**src/rtl/hog_block_gen_pkg.sv**
```systemverilog
// Shared HOG constants and the quadrant index used to place cells inside a 2x2 block.
package hog_block_gen_pkg;
    localparam int NUM_BINS  = 9;
    localparam int CELL_PIX  = 64;
    localparam int BLK_CELLS = 4;
    localparam int BIN_I     = 16;
    localparam int BIN_F     = 4;
    localparam int BIN_W     = BIN_I + BIN_F;

    typedef enum logic [1:0] {
        TL = 2'd0,
        TR = 2'd1,
        BL = 2'd2,
        BR = 2'd3
    } quad_e;
endpackage

```
**src/rtl/hog_block_gen_if.sv**
```systemverilog
// Cell-in / block-out bus of the HOG block assembler; slave is the assembler's view.
interface hog_block_gen_if #(
    parameter int BIN_W = 20,
    parameter int COL_W = 3,
    parameter int ROW_W = 4
);
    logic                  i_valid;
    logic [9*BIN_W-1:0]    bin;
    logic                  o_valid;
    logic [36*BIN_W-1:0]   block;
    logic [COL_W-1:0]      blk_col;
    logic [ROW_W-1:0]      blk_row;
    logic                  o_last;

    modport master (output i_valid, output bin,
                    input  o_valid, input block, input blk_col, input blk_row, input o_last);
    modport slave  (input  i_valid, input bin,
                    output o_valid, output block, output blk_col, output blk_row, output o_last);
endinterface

```
**src/rtl/hog_cell_pos_ctr.sv**
```systemverilog
// Raster cell position counters with row/frame wrap; flags are combinational from the current position.
// Advances once per accepted cell; no backpressure.
module hog_cell_pos_ctr #(
    parameter int CELLS_PER_ROW = 8,
    parameter int CELL_ROWS     = 16,
    parameter int COL_W         = 3,
    parameter int ROW_W         = 4
) (
    input  logic             clk,
    input  logic             rst,
    input  logic             i_adv,
    output logic [COL_W-1:0] o_col,
    output logic [ROW_W-1:0] o_row,
    output logic             o_blk_rdy,
    output logic             o_last_blk
);
    logic [COL_W-1:0] r_col;
    logic [ROW_W-1:0] r_row;

    always_ff @(posedge clk) begin
        if (rst) begin
            r_col <= '0;
            r_row <= '0;
        end else if (i_adv) begin
            if (r_col == COL_W'(CELLS_PER_ROW - 1)) begin
                r_col <= '0;
                if (r_row == ROW_W'(CELL_ROWS - 1))
                    r_row <= '0;
                else
                    r_row <= r_row + ROW_W'(1);
            end else begin
                r_col <= r_col + COL_W'(1);
            end
        end
    end

    assign o_col      = r_col;
    assign o_row      = r_row;
    assign o_blk_rdy  = (r_row != '0) && (r_col != '0);
    assign o_last_blk = (r_row == ROW_W'(CELL_ROWS - 1)) && (r_col == COL_W'(CELLS_PER_ROW - 1));
endmodule

```
**src/rtl/hog_block_gen.sv**
```systemverilog
// Assembles overlapping 2x2-cell HOG blocks (stride 1 cell) from raster cell histograms.
// One-cycle registered latency; no backpressure, one block per eligible cell.
module hog_block_gen
    import hog_block_gen_pkg::*;
#(
    parameter int BIN_W         = hog_block_gen_pkg::BIN_W,
    parameter int CELLS_PER_ROW = 8,
    parameter int CELL_ROWS     = 16,
    parameter int COL_W         = 3,
    parameter int ROW_W         = 4
) (
    input  logic          clk,
    input  logic          rst,
    hog_block_gen_if.slave bus
);
    localparam int HW = NUM_BINS * BIN_W;

    logic [COL_W-1:0]        w_col;
    logic [ROW_W-1:0]        w_row;
    logic                    w_blk_rdy;
    logic                    w_last_blk;
    logic [BLK_CELLS*HW-1:0] w_blk;

    logic [HW-1:0]           r_line [CELLS_PER_ROW];
    logic [HW-1:0]           r_up_prev;
    logic [HW-1:0]           r_left;

    logic                    r_o_valid;
    logic                    r_o_last;
    logic [BLK_CELLS*HW-1:0] r_block;
    logic [COL_W-1:0]        r_blk_col;
    logic [ROW_W-1:0]        r_blk_row;

    hog_cell_pos_ctr #(
        .CELLS_PER_ROW (CELLS_PER_ROW),
        .CELL_ROWS     (CELL_ROWS),
        .COL_W         (COL_W),
        .ROW_W         (ROW_W)
    ) u_pos (
        .clk        (clk),
        .rst        (rst),
        .i_adv      (bus.i_valid),
        .o_col      (w_col),
        .o_row      (w_row),
        .o_blk_rdy  (w_blk_rdy),
        .o_last_blk (w_last_blk)
    );

    // r_line[w_col] still holds the cell directly above the incoming one.
    always_comb begin
        w_blk                        = '0;
        w_blk[int'(TL)*HW +: HW]     = r_up_prev;
        w_blk[int'(TR)*HW +: HW]     = r_line[w_col];
        w_blk[int'(BL)*HW +: HW]     = r_left;
        w_blk[int'(BR)*HW +: HW]     = bus.bin;
    end

    always_ff @(posedge clk) begin
        if (!rst && bus.i_valid) begin
            r_line[w_col] <= bus.bin;
            r_up_prev     <= r_line[w_col];
            r_left        <= bus.bin;
        end
    end

    always_ff @(posedge clk) begin
        if (rst) begin
            r_o_valid <= 1'b0;
            r_o_last  <= 1'b0;
            r_block   <= '0;
            r_blk_col <= '0;
            r_blk_row <= '0;
        end else begin
            r_o_valid <= 1'b0;
            r_o_last  <= 1'b0;
            if (bus.i_valid && w_blk_rdy) begin
                r_o_valid <= 1'b1;
                r_o_last  <= w_last_blk;
                r_block   <= w_blk;
                r_blk_col <= w_col - COL_W'(1);
                r_blk_row <= w_row - ROW_W'(1);
            end
        end
    end

    assign bus.o_valid = r_o_valid;
    assign bus.o_last  = r_o_last;
    assign bus.block   = r_block;
    assign bus.blk_col = r_blk_col;
    assign bus.blk_row = r_blk_row;
endmodule

```
**src/flat_wrapper.sv**
```systemverilog
// flat-port wrapper written by rule: the top's interface ports become plain ports
module hog_block_gen_flat import hog_block_gen_pkg::*;
#(
    parameter int BIN_W         = hog_block_gen_pkg::BIN_W,
    parameter int CELLS_PER_ROW = 8,
    parameter int CELL_ROWS     = 16,
    parameter int COL_W         = 3,
    parameter int ROW_W         = 4
)
  (clk, rst, bus_i_valid, bus_bin, bus_o_valid, bus_block, bus_blk_col, bus_blk_row, bus_o_last);
  hog_block_gen_if #(.BIN_W(BIN_W), .COL_W(COL_W), .ROW_W(ROW_W)) bus_i ();
  input  logic clk;
  input  logic rst;
  input wire logic [$bits(bus_i.i_valid)-1:0] bus_i_valid;
  input wire logic [$bits(bus_i.bin)-1:0] bus_bin;
  output wire logic [$bits(bus_i.o_valid)-1:0] bus_o_valid;
  output wire logic [$bits(bus_i.block)-1:0] bus_block;
  output wire logic [$bits(bus_i.blk_col)-1:0] bus_blk_col;
  output wire logic [$bits(bus_i.blk_row)-1:0] bus_blk_row;
  output wire logic [$bits(bus_i.o_last)-1:0] bus_o_last;
  assign bus_i.i_valid = bus_i_valid;
  assign bus_i.bin = bus_bin;
  assign bus_o_valid = bus_i.o_valid;
  assign bus_block = bus_i.block;
  assign bus_blk_col = bus_i.blk_col;
  assign bus_blk_row = bus_i.blk_row;
  assign bus_o_last = bus_i.o_last;
  hog_block_gen #(.BIN_W(BIN_W), .CELLS_PER_ROW(CELLS_PER_ROW), .CELL_ROWS(CELL_ROWS), .COL_W(COL_W), .ROW_W(ROW_W)) u_core (.clk(clk), .rst(rst), .bus(bus_i));
endmodule
```
**config.mk**
```make
export PLATFORM = sky130hd
export DESIGN_NAME = hog_block_gen_flat
export DESIGN_NICKNAME = d
export VERILOG_FILES = /design/src/rtl/hog_block_gen_pkg.sv /design/src/rtl/hog_block_gen_if.sv /design/src/rtl/hog_cell_pos_ctr.sv /design/src/rtl/hog_block_gen.sv /design/src/flat_wrapper.sv
export SDC_FILE = /design/constraint.sdc
export NUM_CORES = 2
export LEC_CHECK = 0
export CAP_MARGIN = 20
export CORE_UTILIZATION = 55
export CTS_CLUSTER_DIAMETER = 30
export DETAILED_ROUTE_END_ITERATION = 10
export PLACE_DENSITY = 0.76
export SLEW_MARGIN = 20
export SYNTH_ARGS = -nofsm -noshare
export SYNTH_HDL_FRONTEND = slang
export SYNTH_HIERARCHICAL = 1
export SYNTH_SLANG_ARGS = --single-unit
export TNS_END_PERCENT = 30
```
**constraint.sdc**
```tcl
create_clock -name clk -period 36.4 [get_ports clk]
set_input_delay 7.28 -clock clk [delete_from_list [all_inputs] [get_ports clk]]
set_output_delay 7.28 -clock clk [all_outputs]
set_load 0.03 [all_outputs]
```
# Word-level counts from Yosys, hierarchy flattened
# Memories as Yosys holds them, arrays and structs flattened. A register that Yosys moved wholly into a read port is not among the register bits.
# Cells that the tools add are included.
dict set report totals {
  word_cells 33
  latchBits 0
  ramBits 1440
  in_bits 183
  n_memories 1
  regBits 1096
  mem_bits_ro 0
}
# memory words word_bits rd rd_ports_with_merged_regs wr line_no
set memory_table {}
lappend memory_table {u_core.r_line 8 180 1 1 1 hog_block_gen.sv:24} ;# logic [HW-1:0] r_line [CELLS_PER_ROW];
dict set report classes {
  div 0
  n_eq_ne 2
  reduce_logical 9
  muxes 7
  n_shift 0
  addsub 4
  n_bitwise 1
  mul 0
  n_lt_le_gt_ge 0
}
# cell count
set ops {}
lappend ops {{two-way mux 3 bit} 3}
lappend ops {{adder 4 x 1 -> 4 bit (second input constant)} 1}
lappend ops {{equality test 4 bit (second input constant)} 1}
lappend ops {{logical AND 1 bit} 4}
lappend ops {{two-way mux 4 bit} 1}
lappend ops {{nonzero test 4 bit} 1}
lappend ops {{subtractor 4 x 1 -> 4 bit (second input constant)} 1}
lappend ops {{adder 3 x 1 -> 3 bit (second input constant)} 1}
lappend ops {{equality test 3 bit (second input constant)} 1}
lappend ops {{two-way mux 1 bit} 3}
lappend ops {{nonzero test 3 bit} 1}
lappend ops {{subtractor 3 x 1 -> 3 bit (second input constant)} 1}
lappend ops {{AND reduction 2 bit} 1}
lappend ops {{OR reduction 2 bit} 1}
lappend ops {{logical NOT 1 bit} 1}
lappend ops {{NOT 1 bit} 1}

# Logic depth before layout (Yosys ltp)
dict set report logic_depth {
  word_depth 5
  ltp_mapped 11
  depth_no_buf 8
}

# Modules after synthesis
# Netlist, hierarchy kept.
# module seq_area_each_um2 area_each_um2 cells_per_inst instances
set by_module_without_submodules {}
lappend by_module_without_submodules {hog_block_gen 68645.8 91490.2 6230 1}
lappend by_module_without_submodules {hog_cell_pos_ctr 140.1 379.1 44 1}

# Worst setup path after synthesis
# OpenSTA, ideal clock, no wires.
dict set report synth_path {
  path_kind {input-to-reg}
  startpoint {input rst}
  endpoint {memory u_core/r_line[0][0] (netlist name), enable pin}
  setup_ns 0.721
  required_ns 35.679
  stages 4
  slack_ns 2.254
  t_arrival_ns 33.425
  path_cell_list {buf_2 -> nor2b_1 -> nand2_1 -> nor2_1}
}
dict set report synth_between {
  elab_chain_len 4
}
# item line_no
set synth_rtl {}
lappend synth_rtl {{from (decl)} flat_wrapper.sv:13} ;# input logic rst;
lappend synth_rtl {{logical NOT 1 bit} hog_block_gen.sv:59} ;# if (!rst && bus.i_valid) begin
lappend synth_rtl {{logical AND 1 bit} hog_block_gen.sv:59}
lappend synth_rtl {{two-way mux 1 bit} hog_block_gen.sv:59}
lappend synth_rtl {{two-way mux 1 bit (implied by the code)} hog_block_gen.sv:60} ;# r_line[w_col] <= bus.bin;
lappend synth_rtl {{to (decl)} hog_block_gen.sv:24}
# No other way between the ends.

# Final worst setup path
dict set report layout_path {
  startpoint {input bus_i_valid}
  endpoint {register u_core.r_block[245], in the netlist u_core/bus.block[245], read port of u_core.r_line}
}
dict set report layout_between {
  elab_chain_len 1
}
# item line_no
set layout_rtl {}
lappend layout_rtl {{from (decl)} flat_wrapper.sv:14} ;# input wire logic [$bits(bus_i.i_valid)-1:0] bus_i_valid;
lappend layout_rtl {{logical AND 1 bit} hog_block_gen.sv:76} ;# if (bus.i_valid && w_blk_rdy) begin
lappend layout_rtl {{to (decl)} hog_block_gen.sv:30} ;# logic [BLK_CELLS*HW-1:0] r_block;
# No other way between the ends.
# A chain may end at the register's enable or synchronous reset.

==> results_dict.tcl <==
set metrics [dict create \
    core_area_sq_mm 0.1654 \
    cts_tree "built" \
    avgSynthCellArea_sq_um 14.64 \
    switching_power_mw 1.600 \
    vdd_ir_drop_max_mv 0.04924 \
    pre_cts_ws_ps 24160 \
    place_congestion 0.8148 \
    synth_top_cells_by_area "edfxtp_1, dfxtp_1, mux2i_1" \
    overflow 0 \
    r2r_start "u_core/u_pos/o_col[0]" \
    drt-initial-drc-count 4890 \
    drv_slew 0 \
    cts.htree.levels 5 \
    skew_ps 65.28 \
    worstSetupPathType "primary input to flip-flop" \
    grt_pass1_vias 56720 \
    start_kind "primary input" \
    rows 149 \
    die_h_microns 410.7 \
    io_pins 912 \
    maxCapViolCount 0 \
    via_per_inst 5.707 \
    slew_headroom_pct 25.86 \
    pwr_density_cell_mw_per_mm2 64.47 \
    hp-start "u_core/bus.block[150]" \
    die-width_microns 410.7 \
    maxClockFrequency_mhz 86.90 \
    synth_cell_types 43 \
    outcome "finished clean" \
    dp.cells 9045 \
    worst-r2r-setup-slack_ps 29630 \
    start_util_pct 55.56 \
    stdcell_area_sq_mm 0.1180 \
    cts_hold_buf 0 \
    nNetsFinal 7498 \
    seqPwrFrac_pct 41.6 \
    hold_path_end "u_core/bus.block[150]" \
    synth-async-reset-ratio_pct 0 \
    placement.io_buffers 911 \
    synth_area_sq_mm 0.09187 \
    setup_ws_ps 24890 \
    yosysTopAreaCellShare_pct 58.84 \
    rsz0062_at_grt "false" \
    globalRouteTotalUtil_pct 26.27 \
    p_comb_share_pct 3.4 \
    grt_antenna_before_repair 3 \
    synth_xor_area_share_pct 0.03813 \
    setup_viol 0 \
    drc 0 \
    yosys_warnings 6 \
    crit_path_end_kind "flip-flop" \
    cts_root_buffer "clkbuf_16" \
    synth-simple-area-share_pct 6.204 \
    placed_area_sq_mm 0.1026 \
    dieArea_sq_mm 0.1687 \
    hpwl_microns 124200 \
    muxShareOfSynthArea_pct 8.005 \
    area_growth_pct 28.41 \
    clockPowerShare_pct 55.0 \
    synth_compound_area_share_pct 8.626 \
    synth_edf_count 1800 \
    worstRegToRegCells 9 \
    synth_flop_cell "edfxtp_1" \
    cp.required_ps 37290 \
    p_leak_nw 38.96 \
    cts_buffer_depth 4 \
    cts_setup_buffers 0 \
    ys_seq_area_share_pct 74.87 \
    grt_max_degree 134 \
    worst_pin_slew_ps 1112 \
    final_util_pct 71.34 \
    clk_pin_slew_ps 40 \
    routed_wl_microns 227900 \
    worstReg2RegEnd "u_core/bus.block[254]" \
    clock_sinks 2536 \
    drive_gt1_share_pct 14.18 \
    via_count 56320 \
    yosys_register_bits 2536 \
    fin_crit_ps 11510 \
    p_sw_share_pct 21.04 \
    cts_resized 0 \
    hp-class "flip-flop to flip-flop" \
    fin_crit_sh_pct 31.61 \
    synth_top_family_by_area "compound AO/OA/AOI/OAI gates" \
    synth_top_area_cell "edfxtp_1" \
    antenna_cells 0 \
    final_cell_count_no_fill 9869 \
    worst_skew_pair.late_latency_ps 990 \
    setup_tns_ps 0 \
    synthAdderAreaFrac_pct 0.09534 \
    p_int_mw 6.005 \
    holdPathStages 2 \
    ant_nets 0 \
    critical_path_arrival_ps 12390 \
    post_drt_wl_per_cell_microns 23.09 \
    path_max_fanout 87 \
    synth_nets 6464 \
    hold_viol_final 0 \
    drtPass1Iterations 6 \
    grt_pass1_wl_microns 339500 \
    syn_inst 6274 \
    cts_made_buffers 450 \
]
## state kept, by name (all words and copies together) (netlist names)
register / flops
u_core/bus.block: 720
u_core/bus.blk_col: 3
u_core/bus.o_valid: 1
u_core/u_pos/o_row: 4
u_core/bus.o_last: 1
u_core/u_pos/o_col: 3
u_core/r_left: 180
u_core/r_line: 1440
u_core/bus.blk_row: 4
u_core/r_up_prev: 180
## metrics by stage
stage                     power, mW  hold slack (ps)
final                         7.605            451.0
after global routing          7.801            464.7
after detailed placement      3.475            445.3
after global placement        3.469            440.7
after floorplan               3.382            471.3
after CTS                     7.649            451.6
## cell usage in the layout (no fill, tap or decap), types with 65 or more instances in the layout
| master | n |
|---|---|
| edfxtp_1 | 1800 |
| nand2_1 | 1085 |
| clkdlybuf4s50_1 | 910 |
| dfxtp_1 | 735 |
| mux2i_1 | 602 |
| a21oi_1 | 547 |
| clkbuf_16 | 457 |
| nor2_1 | 371 |
| o21a_1 | 179 |
| mux2_2 | 118 |
| o22a_1 | 110 |
| o22ai_1 | 79 |
| o221ai_2 | 71 |
| buf_4 | 67 |
| clkinv_2 | 65 |
## critical path: stages
cell,delay (ps)
clkdlybuf4s50_1,760
and2_4,760
buf_4,630
buf_4,810
buf_4,680
buf_4,790
nor2_1,140
nor2_1,170
o21a_1,140
## per-layer routing
| metal | up-vias | share of wire [%] | global-route usage [%] |
|---|---|---|---|
| li1 | 25270 | - | - |
| met1 | 28270 | 39 | 32.60 |
| met2 | 2270 | 51 | 44.90 |
| met3 | 501 | 6.6 | 5.264 |
| met4 | 2 | 3.6 | 10.91 |
| met5 | - | 0.0057 | 0 |
## power groups by stage
stage,Sequential (mW),Clock (mW),Combinational (mW)
after floorplan,3.23,0,0.153
after CTS,3.16,4.23,0.260
final,3.16,4.18,0.259
after global placement,3.22,0,0.252
after global routing,3.16,4.36,0.273
after detailed placement,3.22,0,0.257
## worst max-delay path by stage
| stage | startpoint | to | slack, ps | depth (start not counted) |
|---|---|---|---|---|
| finish | bus_i_valid | u_core/bus.block[245] | 24890 | 9 |
| global route | bus_i_valid | u_core/bus.block[226] | 24590 | 9 |
| CTS | bus_i_valid | u_core/bus.block[248] | 25080 | 9 |
| detailed placement | bus_i_valid | u_core/bus.block[248] | 24160 | 9 |
| global placement | bus_i_valid | u_core/bus.block[226] | 24220 | 9 |
| floorplan | rst | u_core/r_line[0][0] | 2250 | 4 |
## cells in the mapped netlist, types with 2 or more instances
cell type  count
buf_6         16
buf_4         33
and3_1         2
buf_2        132
and4_1         2
a21oi_1      547
nor2b_1        3
nand2b_1       2
o21a_1       179
o221ai_2      71
nand3_1        3
ha_1           7
xnor2_1        3
nor3_1         3
o221ai_1      39
or2_1         10
a221oi_2      59
clkbuf_4       5
dfxtp_1      736
clkbuf_1     204
nor2_1       379
mux2i_1      602
and2_1         2
o22ai_1       79
mux2_2       118
nand2_1     1086
edfxtp_1    1800
o22a_1       110
buf_1         15
inv_1          8
a211oi_1       7
## final cells by class
class | instances | area [sq um]
clock buffers | 529 | 11930
fillers | 9999 | 47390
multi-input cells | 3324 | 21220
repair buffers | 987 | 9806
clock inverters | 295 | 3452
inverters | 9 | 33.78
well taps | 2189 | 2739
flip-flops and latches | 2536 | 68790
## cell families after synthesis
kind of cell / count (synthesis)
flops: 2536
simple gates: 1497
compound gates: 1096
mux: 720
buf+inv: 414
fa+ha+maj: 7
xor+xnor: 4
Power figures use the tool's default switching activity.
